<file path="config.mk">
export PLATFORM = sky130hd
export DESIGN_NAME = id_ex_pipe_stage_flat
export DESIGN_NICKNAME = d
export VERILOG_FILES = /design/src/rtl/id_ex_pipe_stage_if.sv /design/src/rtl/id_ex_pipe_stage.sv /design/src/flat_wrapper.sv
export SDC_FILE = /design/constraint.sdc
export NUM_CORES = 1
export LEC_CHECK = 0
export BUFFER_PORTS_ARGS = -buffer_cell sky130_fd_sc_hd__buf_2
export CAP_MARGIN = 10
export CORE_UTILIZATION = 24
export CTS_BUF_LIST = sky130_fd_sc_hd__clkbuf_4 sky130_fd_sc_hd__clkbuf_8
export DETAILED_ROUTE_END_ITERATION = 16
export PLACE_DENSITY = 0.44
export SYNTH_ARGS = -nofsm -noshare
export SYNTH_HDL_FRONTEND = slang
export SYNTH_SLANG_ARGS = --single-unit
</file>
<file path="constraint.sdc">
create_clock -name clk -period 34 [get_ports clk]
set_clock_uncertainty 0.05 [all_clocks]
set_input_delay 3.4 -clock clk [delete_from_list [all_inputs] [get_ports clk]]
set_output_delay 3.4 -clock clk [all_outputs]
set_load 0.005 [all_outputs]
</file>
<file path="src/rtl/id_ex_pipe_stage_if.sv">
// ID/EX stage bus: decode-side request fields with valid/ready, execute-side
// registered fields with valid/ready, plus the pipeline flush strobe.
//   master : the environment around the stage (drives ID inputs, EX ready, flush)
//   slave  : the pipeline stage itself
interface id_ex_pipe_stage_if #(
   parameter int XLEN   = 64,
   parameter int REG_AW = 5,
   parameter int CTRL_W = 8
);
   logic              flush;
   logic              in_valid;
   logic              in_ready;
   logic [CTRL_W-1:0] ctrl_in;
   logic [XLEN-1:0]   rs1_data_in;
   logic [XLEN-1:0]   rs2_data_in;
   logic [REG_AW-1:0] rs1_in;
   logic [REG_AW-1:0] rs2_in;
   logic [REG_AW-1:0] rd_in;
   logic [XLEN-1:0]   imm_in;
   logic [XLEN-1:0]   pc_in;
   logic              out_valid;
   logic              out_ready;
   logic [CTRL_W-1:0] ctrl_out;
   logic [XLEN-1:0]   rs1_data_out;
   logic [XLEN-1:0]   rs2_data_out;
   logic [REG_AW-1:0] rs1_out;
   logic [REG_AW-1:0] rs2_out;
   logic [REG_AW-1:0] rd_out;
   logic [XLEN-1:0]   imm_out;
   logic [XLEN-1:0]   pc_out;

   modport master (
      output flush, in_valid, ctrl_in, rs1_data_in, rs2_data_in, rs1_in, rs2_in,
             rd_in, imm_in, pc_in, out_ready,
      input  in_ready, out_valid, ctrl_out, rs1_data_out, rs2_data_out, rs1_out,
             rs2_out, rd_out, imm_out, pc_out
   );

   modport slave (
      input  flush, in_valid, ctrl_in, rs1_data_in, rs2_data_in, rs1_in, rs2_in,
             rd_in, imm_in, pc_in, out_ready,
      output in_ready, out_valid, ctrl_out, rs1_data_out, rs2_data_out, rs1_out,
             rs2_out, rd_out, imm_out, pc_out
   );
endinterface

</file>
<file path="src/rtl/id_ex_pipe_stage.sv">
// ID/EX pipeline register with valid/ready handshake, flush and optional skid.
// Ports:
//   clk  - rising-edge clock
//   rst  - asynchronous active-high reset
//   bus  - id_ex_pipe_stage_if.slave: flush, ID-side valid/ready + fields,
//          EX-side valid/ready + registered fields
// SKID=1: two-entry (main + skid) buffer, in_ready comes straight from a flop.
// SKID=0: single entry, in_ready = !out_valid || out_ready (combinational).
// The interface instance must be built with the same XLEN/REG_AW/CTRL_W.
module id_ex_pipe_stage #(
   parameter int XLEN   = 64,
   parameter int REG_AW = 5,
   parameter int CTRL_W = 8,
   parameter int SKID   = 1
) (
   input logic              clk,
   input logic              rst,
   id_ex_pipe_stage_if.slave bus
);
   localparam int PW = CTRL_W + 4*XLEN + 3*REG_AW;

   logic [PW-1:0]     in_pl;
   logic [PW-1:0]     main_q;
   logic [CTRL_W-1:0] ctrl_q;
   logic              out_valid;
   logic              in_ready;
   logic              in_xfer;
   logic              out_xfer;

   assign in_pl = {bus.ctrl_in, bus.rs1_data_in, bus.rs2_data_in, bus.rs1_in,
                   bus.rs2_in, bus.rd_in, bus.imm_in, bus.pc_in};

   assign in_xfer  = bus.in_valid && in_ready;
   assign out_xfer = out_valid && bus.out_ready;

   assign {ctrl_q, bus.rs1_data_out, bus.rs2_data_out, bus.rs1_out,
           bus.rs2_out, bus.rd_out, bus.imm_out, bus.pc_out} = main_q;

   // A bubble must never carry write/memory/branch enables downstream.
   assign bus.ctrl_out  = out_valid ? ctrl_q : '0;
   assign bus.out_valid = out_valid;
   assign bus.in_ready  = in_ready;

   generate
      if (SKID != 0) begin : g_skid
         localparam logic [1:0] S_EMPTY = 2'd0;
         localparam logic [1:0] S_ONE   = 2'd1;
         localparam logic [1:0] S_TWO   = 2'd2;

         logic [1:0]    state_q, state_d;
         logic [PW-1:0] skid_q;
         logic          in_ready_q;
         logic          load_main, load_skid, main_from_skid;

         always_comb begin
            state_d        = state_q;
            load_main      = 1'b0;
            load_skid      = 1'b0;
            main_from_skid = 1'b0;
            case (state_q)
               S_EMPTY: if (in_xfer) begin
                  load_main = 1'b1;
                  state_d   = S_ONE;
               end
               S_ONE: begin
                  if (in_xfer && out_xfer) begin
                     load_main = 1'b1;
                  end else if (in_xfer) begin
                     // main still owned by EX; park the newer entry behind it
                     load_skid = 1'b1;
                     state_d   = S_TWO;
                  end else if (out_xfer) begin
                     state_d = S_EMPTY;
                  end
               end
               S_TWO: if (out_xfer) begin
                  main_from_skid = 1'b1;
                  state_d        = S_ONE;
               end
               default: state_d = S_EMPTY;
            endcase
            if (bus.flush) begin
               state_d        = S_EMPTY;
               load_main      = 1'b0;
               load_skid      = 1'b0;
               main_from_skid = 1'b0;
            end
         end

         always_ff @(posedge clk or posedge rst) begin
            if (rst) begin
               state_q    <= S_EMPTY;
               main_q     <= '0;
               skid_q     <= '0;
               in_ready_q <= 1'b1;
            end else begin
               state_q    <= state_d;
               // registered ready: precomputed from the next state
               in_ready_q <= (state_d != S_TWO);
               if (load_main)           main_q <= in_pl;
               else if (main_from_skid) main_q <= skid_q;
               if (load_skid)           skid_q <= in_pl;
            end
         end

         assign out_valid = (state_q != S_EMPTY);
         assign in_ready  = in_ready_q;
      end else begin : g_noskid
         logic vld_q;

         always_ff @(posedge clk or posedge rst) begin
            if (rst) begin
               vld_q  <= 1'b0;
               main_q <= '0;
            end else if (bus.flush) begin
               vld_q <= 1'b0;
            end else if (in_xfer) begin
               vld_q  <= 1'b1;
               main_q <= in_pl;
            end else if (out_xfer) begin
               vld_q <= 1'b0;
            end
         end

         assign out_valid = vld_q;
         assign in_ready  = !vld_q || bus.out_ready;
      end
   endgenerate
endmodule
</file>
<file path="src/flat_wrapper.sv">
// flat-port wrapper written by rule: the top's interface ports become plain ports
module id_ex_pipe_stage_flat 
#(
   parameter int XLEN   = 64,
   parameter int REG_AW = 5,
   parameter int CTRL_W = 8,
   parameter int SKID   = 1
)
  (clk, rst, bus_flush, bus_in_valid, bus_ctrl_in, bus_rs1_data_in, bus_rs2_data_in, bus_rs1_in, bus_rs2_in, bus_rd_in, bus_imm_in, bus_pc_in, bus_out_ready, bus_in_ready, bus_out_valid, bus_ctrl_out, bus_rs1_data_out, bus_rs2_data_out, bus_rs1_out, bus_rs2_out, bus_rd_out, bus_imm_out, bus_pc_out);
  id_ex_pipe_stage_if #(.XLEN(XLEN), .REG_AW(REG_AW), .CTRL_W(CTRL_W)) bus_i ();
  input logic clk;
  input logic rst;
  input wire logic [$bits(bus_i.flush)-1:0] bus_flush;
  input wire logic [$bits(bus_i.in_valid)-1:0] bus_in_valid;
  input wire logic [$bits(bus_i.ctrl_in)-1:0] bus_ctrl_in;
  input wire logic [$bits(bus_i.rs1_data_in)-1:0] bus_rs1_data_in;
  input wire logic [$bits(bus_i.rs2_data_in)-1:0] bus_rs2_data_in;
  input wire logic [$bits(bus_i.rs1_in)-1:0] bus_rs1_in;
  input wire logic [$bits(bus_i.rs2_in)-1:0] bus_rs2_in;
  input wire logic [$bits(bus_i.rd_in)-1:0] bus_rd_in;
  input wire logic [$bits(bus_i.imm_in)-1:0] bus_imm_in;
  input wire logic [$bits(bus_i.pc_in)-1:0] bus_pc_in;
  input wire logic [$bits(bus_i.out_ready)-1:0] bus_out_ready;
  output wire logic [$bits(bus_i.in_ready)-1:0] bus_in_ready;
  output wire logic [$bits(bus_i.out_valid)-1:0] bus_out_valid;
  output wire logic [$bits(bus_i.ctrl_out)-1:0] bus_ctrl_out;
  output wire logic [$bits(bus_i.rs1_data_out)-1:0] bus_rs1_data_out;
  output wire logic [$bits(bus_i.rs2_data_out)-1:0] bus_rs2_data_out;
  output wire logic [$bits(bus_i.rs1_out)-1:0] bus_rs1_out;
  output wire logic [$bits(bus_i.rs2_out)-1:0] bus_rs2_out;
  output wire logic [$bits(bus_i.rd_out)-1:0] bus_rd_out;
  output wire logic [$bits(bus_i.imm_out)-1:0] bus_imm_out;
  output wire logic [$bits(bus_i.pc_out)-1:0] bus_pc_out;
  assign bus_i.flush = bus_flush;
  assign bus_i.in_valid = bus_in_valid;
  assign bus_i.ctrl_in = bus_ctrl_in;
  assign bus_i.rs1_data_in = bus_rs1_data_in;
  assign bus_i.rs2_data_in = bus_rs2_data_in;
  assign bus_i.rs1_in = bus_rs1_in;
  assign bus_i.rs2_in = bus_rs2_in;
  assign bus_i.rd_in = bus_rd_in;
  assign bus_i.imm_in = bus_imm_in;
  assign bus_i.pc_in = bus_pc_in;
  assign bus_i.out_ready = bus_out_ready;
  assign bus_in_ready = bus_i.in_ready;
  assign bus_out_valid = bus_i.out_valid;
  assign bus_ctrl_out = bus_i.ctrl_out;
  assign bus_rs1_data_out = bus_i.rs1_data_out;
  assign bus_rs2_data_out = bus_i.rs2_data_out;
  assign bus_rs1_out = bus_i.rs1_out;
  assign bus_rs2_out = bus_i.rs2_out;
  assign bus_rd_out = bus_i.rd_out;
  assign bus_imm_out = bus_i.imm_out;
  assign bus_pc_out = bus_i.pc_out;
  id_ex_pipe_stage #(.XLEN(XLEN), .REG_AW(REG_AW), .CTRL_W(CTRL_W), .SKID(SKID)) u_core (.clk(clk), .rst(rst), .bus(bus_i));
endmodule
</file>
==> impl_metrics.toml, run 1 <==
[setup_path]
path_cells = "buf_2 -> nand2_1 -> nor4_4 -> buf_4 -> buf_4 -> buf_4 -> buf_4 -> o21ai_1"
crit_type = "in -> reg"
setup.worst_path.end_class = "flop"
critPathSlowestCell = "nor4_4"
critPathMaxStageDelay_ns = 0.87
crit_top_cell = "buf_4"
critical-path-top-delay-family = "buffers and inverters"
cp_num_buf_inv = 5
cp_max_fo = 97
worstPathRequired_ns = 34.51
cp-start-kind = "input port"
cp.arrival_ns = 7.94
reg2reg_slack_ns = 28.80

[detailed_routing]
routed_wl_um = 65600
first_iter_violations = 685
firstDrtPassIters = 5
num_vias = 15900
avgViaCountPerCell = 4.118
drc_errors = 0
ant_nets = 0
wire_per_inst_um = 16.99

[status]
outcome = "finished clean"

[finish]
fin_nets = 2675
drive_gt1_frac = 0.3457
final_cell_mix = "buf_2 (564), dfrtp_1 (560), nand2_1 (280)"
fillCellCount = 10890
finalNonFillerCells = 3861
final_common_cell = "buf_2"
area_growth_pct = 16.83
final_util = 0.2847

[clocking]
holdBufCountCts = 0
cts_tree = "yes"
cts-root-buf = "clkbuf_8"
ctsHtreeMaxLevel = 3
cts_resized = 0
cts_buffers = 104
post_cts_buffers = 0
clock-sinks = 561
clk_pin_slew_ns = 0.06
clockBufferDepth = 3
clock_latency_ns = 0.72

[placed_design]
dpl.hpwl_um = 44440
globalplace.congestion = 0.7712
dp.cells = 3665
portBuffers = 564
post-place-ws_ns = 25.77

[timing]
period_minus_slack_ns = 7.432
slew_viol_final = 0
setup_viol_count_final = 0
setup_tns_ns = 0
worstMarginPinSlew_ns = 1.085
timing.final.ws_setup_ns = 26.57
grt_setup_unrepaired = "no"
max-slew-margin-rel = 0.2764
finalCritPeriodShare = 0.2186
finalHoldViolations = 0
fmax_ghz = 0.1346

[floorplan]
initial_utilization = 0.2437
dieWidth_um = 327.3
std_cell_rows = 118
fp.coreArea_um2 = 104200
die_area_um2 = 107100
die_y_um = 327.3
ios = 565

[global_routing]
grt_usage = 0.1211
antenna_found_initial = 25
grt_max_degree = 163
grt_overflow = 0
grt_pass1_wl_um = 101500
grt_pass1_vias = 17160

[power_and_ir_drop]
vdd_drop_max_v = 0.00003049
leakagePower_nw = 13.21
p_per_area_nw_per_um2 = 65.25

[logic_synthesis]
yosysSeqAreaShare = 0.5527
synth_nets = 2378
synth_area_um2 = 25400
yosysWarningCount = 0
netlist.area_leader.share = 0.5517
yosysTopAreaCell = "dfrtp_1"
syn_inst = 2094
synth_area_leaders = "dfrtp_1 (55%), mux2i_1 (11%), mux2_1 (8.9%)"
ys_seq_elements = 561
synth.distinct_cells = 23
syn_avg_cell_area_um2 = 12.13

[run]
drv_cap = 0

[hold_path]
hp-class = "reg -> reg"
==> cells in the mapped netlist <==
| cell | number |
|---|---|
| mux2i_1 | 279 |
| nand2_1 | 281 |
| nor2_1 | 3 |
| a2bb2oi_1 | 1 |
| inv_1 | 3 |
| o21ai_1 | 211 |
| clkbuf_1 | 23 |
| buf_8 | 12 |
| dfstp_2 | 1 |
| o21ai_0 | 69 |
| nor3b_2 | 1 |
| buf_2 | 53 |
| buf_6 | 13 |
| nor4_4 | 1 |
| buf_4 | 280 |
| xor2_1 | 1 |
| and3b_1 | 1 |
| mux2_1 | 200 |
| dfrtp_1 | 560 |
| buf_1 | 12 |
| mux2_2 | 79 |
| and2b_1 | 1 |
| nor2b_1 | 9 |
==> kinds of logic (layout without fill, tap and decap cells) <==
logic type / after synthesis / after routing / share of synthesized area
other cells: 0 / 11 / 0
compound gates: 281 / 281 / 0.05551
xor+xnor: 1 / 1 / 0.0003449
mux: 558 / 558 / 0.2336
flops: 561 / 561 / 0.5527
buf+inv: 396 / 772 / 0.1117
simple gates: 297 / 297 / 0.04615
==> worst register-to-register path, stage by stage, from the launching register on <==
cell and delay, ns:
dfstp_2 0.53, nand2_1 0.14, nor4_4 0.87, buf_4 0.82, buf_4 0.83, buf_4 0.79, buf_4 0.74, o21ai_1 0.27
==> registers in the layout, summed over array words and instances (netlist names) <==
signal	cells
u_core.bus.in_ready	1
u_core.g_skid.skid_q	279
u_core.g_skid.state_q	2
u_core.main_q	279
==> power by group <==
| part | total (mW) | switching (mW) | internal (mW) |
|---|---|---|---|
| clock network | 0.724 | 0.291 | 0.434 |
| logic | 0.297 | 0.143 | 0.154 |
| registers | 0.915 | 0.0844 | 0.831 |
==> worst paths after layout <==
path,from,endpoint,depth (start not counted)
max,bus_in_valid,u_core.main_q[101],8
min,u_core.g_skid.skid_q[159],u_core.g_skid.skid_q[159],1
max reg2reg,u_core.bus.in_ready,u_core.main_q[101],7
min reg2reg,u_core.g_skid.skid_q[159],u_core.g_skid.skid_q[159],1
max in group asynchronous,rst,u_core.g_skid.skid_q[102],5
min in group asynchronous,rst,u_core.g_skid.skid_q[228],2
==> metal layers <==
metal	share of wire	global-route usage	vias up
met1	0.38	0.1325	7812
met3	0.072	0.04263	161
met5	0.0029	0	-
met4	0.032	0.05211	32
li1	-	-	7495
met2	0.51	0.2111	398
==> per-stage QoR <==
step | power [mW] | cell area [um2] | hold WS [ns]
2_1_floorplan | 1.159 | 25400 | 0.4140
3_3_place_gp | 1.210 | 27310 | 0.4228
3_5_place_dp | 1.233 | 27310 | 0.4308
4_1_cts | 1.977 | 29650 | 0.4436
5_1_grt | 2.056 | 29670 | 0.4546
6_report | 1.936 | 29680 | 0.4406
==> cell type report <==
type                            count  area, um2  area share
Sequential cell                   561      14040      0.4731
Multi-Input combinational cell   1137       8537      0.2877
Timing Repair Buffer              584       2985      0.1006
Clock buffer                      164       2051     0.06910
Tap cell                         1380       1727     0.05818
Clock inverter                     21      291.5    0.009823
Antenna cell                       11      27.53   0.0009275
Inverter                            3      18.77   0.0006324
Power figures use the tool's default switching activity.
==> run 2: changes to the inputs <==
ABC_AREA = 1   (was unset)
PLACE_DENSITY = 0.43   (was 0.44)
clock period = 6.85 ns   (was 34 ns; I/O delays follow)
==> impl_metrics.toml, run 2 <==
[status]
outcome = "finished clean"

[hold_path]
hold_path_depth = 3
hp-class = "in -> reg"

[logic_synthesis]
synth.distinct_cells = 20
ys_seq_elements = 561
synth_area_um2 = 29610
async_flop_share = 1.000
syn_inst = 3967
yosys.cell_count.top_type = "nand2_1"
syn_avg_cell_area_um2 = 7.464
synth_nets = 4251
yosysSeqAreaShare = 0.4742
synth-edff-count = 0
synth-main-ff-cell = "dfrtp_1"
synth_area_leaders = "dfrtp_1 (47%), nand2_1 (21%), nand3_1 (9.4%)"
yosysTopAreaCell = "dfrtp_1"
yosysWarningCount = 0
netlist.area_leader.share = 0.4733
synth_common_cells = "nand2_1 (1678), dfrtp_1 (560), nand3_1 (559), inv_1 (290), buf_4 (289)"

[finish]
multiInputGateArea_um2 = 11000
final_common_cell = "nand2_1"
final_util = 0.2793
area_growth_pct = 15.12
finalNonFillerCells = 5846
fin_nets = 4401
regArea_um2 = 14040
final_cell_mix = "nand2_1 (1678), buf_2 (564), nand3_1 (559), dfrtp_1 (559), inv_1 (289)"
fillCellCount = 13530
top_regs = "u_core.g_skid.skid_q x279, u_core.main_q x279, u_core.g_skid.state_q x2"
fin_area_um2 = 34090
drive_gt1_frac = 0.1947

[timing]
worstMarginPinSlew_ns = 1.027
period_minus_slack_ns = 3.666
fmax_ghz = 0.2728
timing.final.ws_setup_ns = 3.184
slew_viol_final = 0
grt_setup_unrepaired = "no"
finalCritPeriodShare = 0.5351
max-slew-margin-rel = 0.3151
setup_viol_count_final = 0
setup_tns_ns = 0
holdWs_ns = 0.1261
finalHoldViolations = 0

[clocking]
post_cts_buffers = 0
cts_tree = "yes"
clockBufferDepth = 3
clk_pin_slew_ns = 0.06
cts-root-buf = "clkbuf_8"
clock_latency_ns = 0.76
ctsHtreeMaxLevel = 3
clock-sinks = 561
cts_resized = 0
cts_buffers = 112

[placed_design]
dpl_cell_area_um2 = 31460
portBuffers = 564
dpl.hpwl_um = 60340
post-place-ws_ns = 3.216
globalplace.congestion = 0.7555
dp.cells = 5617

[power_and_ir_drop]
leakagePower_nw = 19.08
vdd_drop_max_v = 0.0001471
p_per_area_nw_per_um2 = 317.6
p_total_mw = 10.83

[floorplan]
die_y_um = 353.2
initial_utilization = 0.2426
ios = 565
std_cell_rows = 128
dieWidth_um = 353.2
die_area_um2 = 124800
fp.coreArea_um2 = 122000

[detailed_routing]
avgViaCountPerCell = 4.391
ant_nets = 0
firstDrtPassIters = 5
drc_errors = 0
wire_per_inst_um = 17.82
num_vias = 25670
first_iter_violations = 1744
routed_wl_um = 104100

[setup_path]
critPathMaxStageDelay_ns = 0.82
critPathSlowestCell = "buf_4"
cp.arrival_ns = 4.28
rr_worst_depth = 6
cp_max_fo = 138
crit_top_cell = "buf_4"
setup.worst_path.end_class = "flop"
cp-start-kind = "flop"
path_cells = "o21ai_4 -> buf_4 -> buf_12 -> buf_4 -> nand4_1 -> nand2_1"
reg2reg_slack_ns = 3.18
crit_type = "reg -> reg"
worstPathRequired_ns = 7.46

[global_routing]
grt_usage = 0.1626
grt_max_degree = 176
grtUsageMet1 = 0.2151
grtUsageMet3 = 0.03819
antenna_found_initial = 33
grt_pass1_wl_um = 159600
grt_overflow = 0
grt_most_used_layer = "met2"
grt_pass1_vias = 24800
use_met2 = 0.2587

[run]
drv_cap = 0
## run 2: cell types whose count changed after synthesis, moves of 13 or more
cell / change
nand2_1: +1397
nand3_1: +559
inv_1: +287
mux2i_1: -279
nand4_1: +279
o21ai_1: -211
mux2_1: -200
buf_2: +151
mux2_2: -79
o21ai_0: -68
clkbuf_1: +53
buf_6: -13
## run 2: path summary, 6_finish.rpt
check / startpoint / end
max in group asynchronous: rst / u_core.g_skid.skid_q[13]
min in group asynchronous: rst / u_core.main_q[0]
hold reg to reg: u_core.g_skid.skid_q[54] / u_core.g_skid.skid_q[54]
setup reg to reg: u_core.g_skid.state_q[0] / u_core.g_skid.skid_q[163]
setup / recovery: u_core.g_skid.state_q[0] / u_core.g_skid.skid_q[163]
hold / removal: bus_rs1_data_in[31] / u_core.g_skid.skid_q[238]
## run 2: cells by family (layout without fill, tap and decap cells)
kind of cell	count (synthesis)	in the layout	synth area share
and+or+nand+nor	2532	2532	0.3695
buffers and inverters	870	1110	0.1555
DFF	561	561	0.4742
AOI/OAI and AO/OA	4	4	0.0008028
other	0	14	0
## run 2: layout make-up
cell class | instances | share of cell area
diodes | 14 | 0.001028
repair buffers | 614 | 0.09940
multi-input cells | 2536 | 0.3227
clock buffers | 187 | 0.06798
clock inverters | 17 | 0.004772
well taps | 1625 | 0.05965
flip-flops and latches | 561 | 0.4120
inverters | 292 | 0.03249
## run 2: layer usage
layer	wire length, um	vias up
met2	48710	607
met5	172	-
met3	5639	207
met1	46670	12200
met4	2959	30
li1	-	12630
## run 2: worst max-delay path, delay by kind of cell, from the launching register on
family | cells | cell delay (ns)
compound gates | 1 | 0.35
flops | 1 | 0.79
buf+inv | 3 | 1.83
simple gates | 2 | 0.30
## run 2: report_power, final
| group | internal [mW] | switching (mW) | leakage, nW | total (mW) |
|---|---|---|---|---|
| clock network | 2.20 | 1.62 | 1.31 | 3.82 |
| registers | 4.26 | 0.562 | 6.81 | 4.82 |
| logic | 0.853 | 1.34 | 11.0 | 2.19 |
| total | 7.31 | 3.52 | 19.1 | 10.8 |
## run 2: repair_timing
| action | 4_1_cts | 5_1_grt |
|---|---|---|
| hold endpoints to repair | 25 | 0 |
| hold buffers | 11 | 0 |
| endpoints found under the setup margin | 0 | 0 |
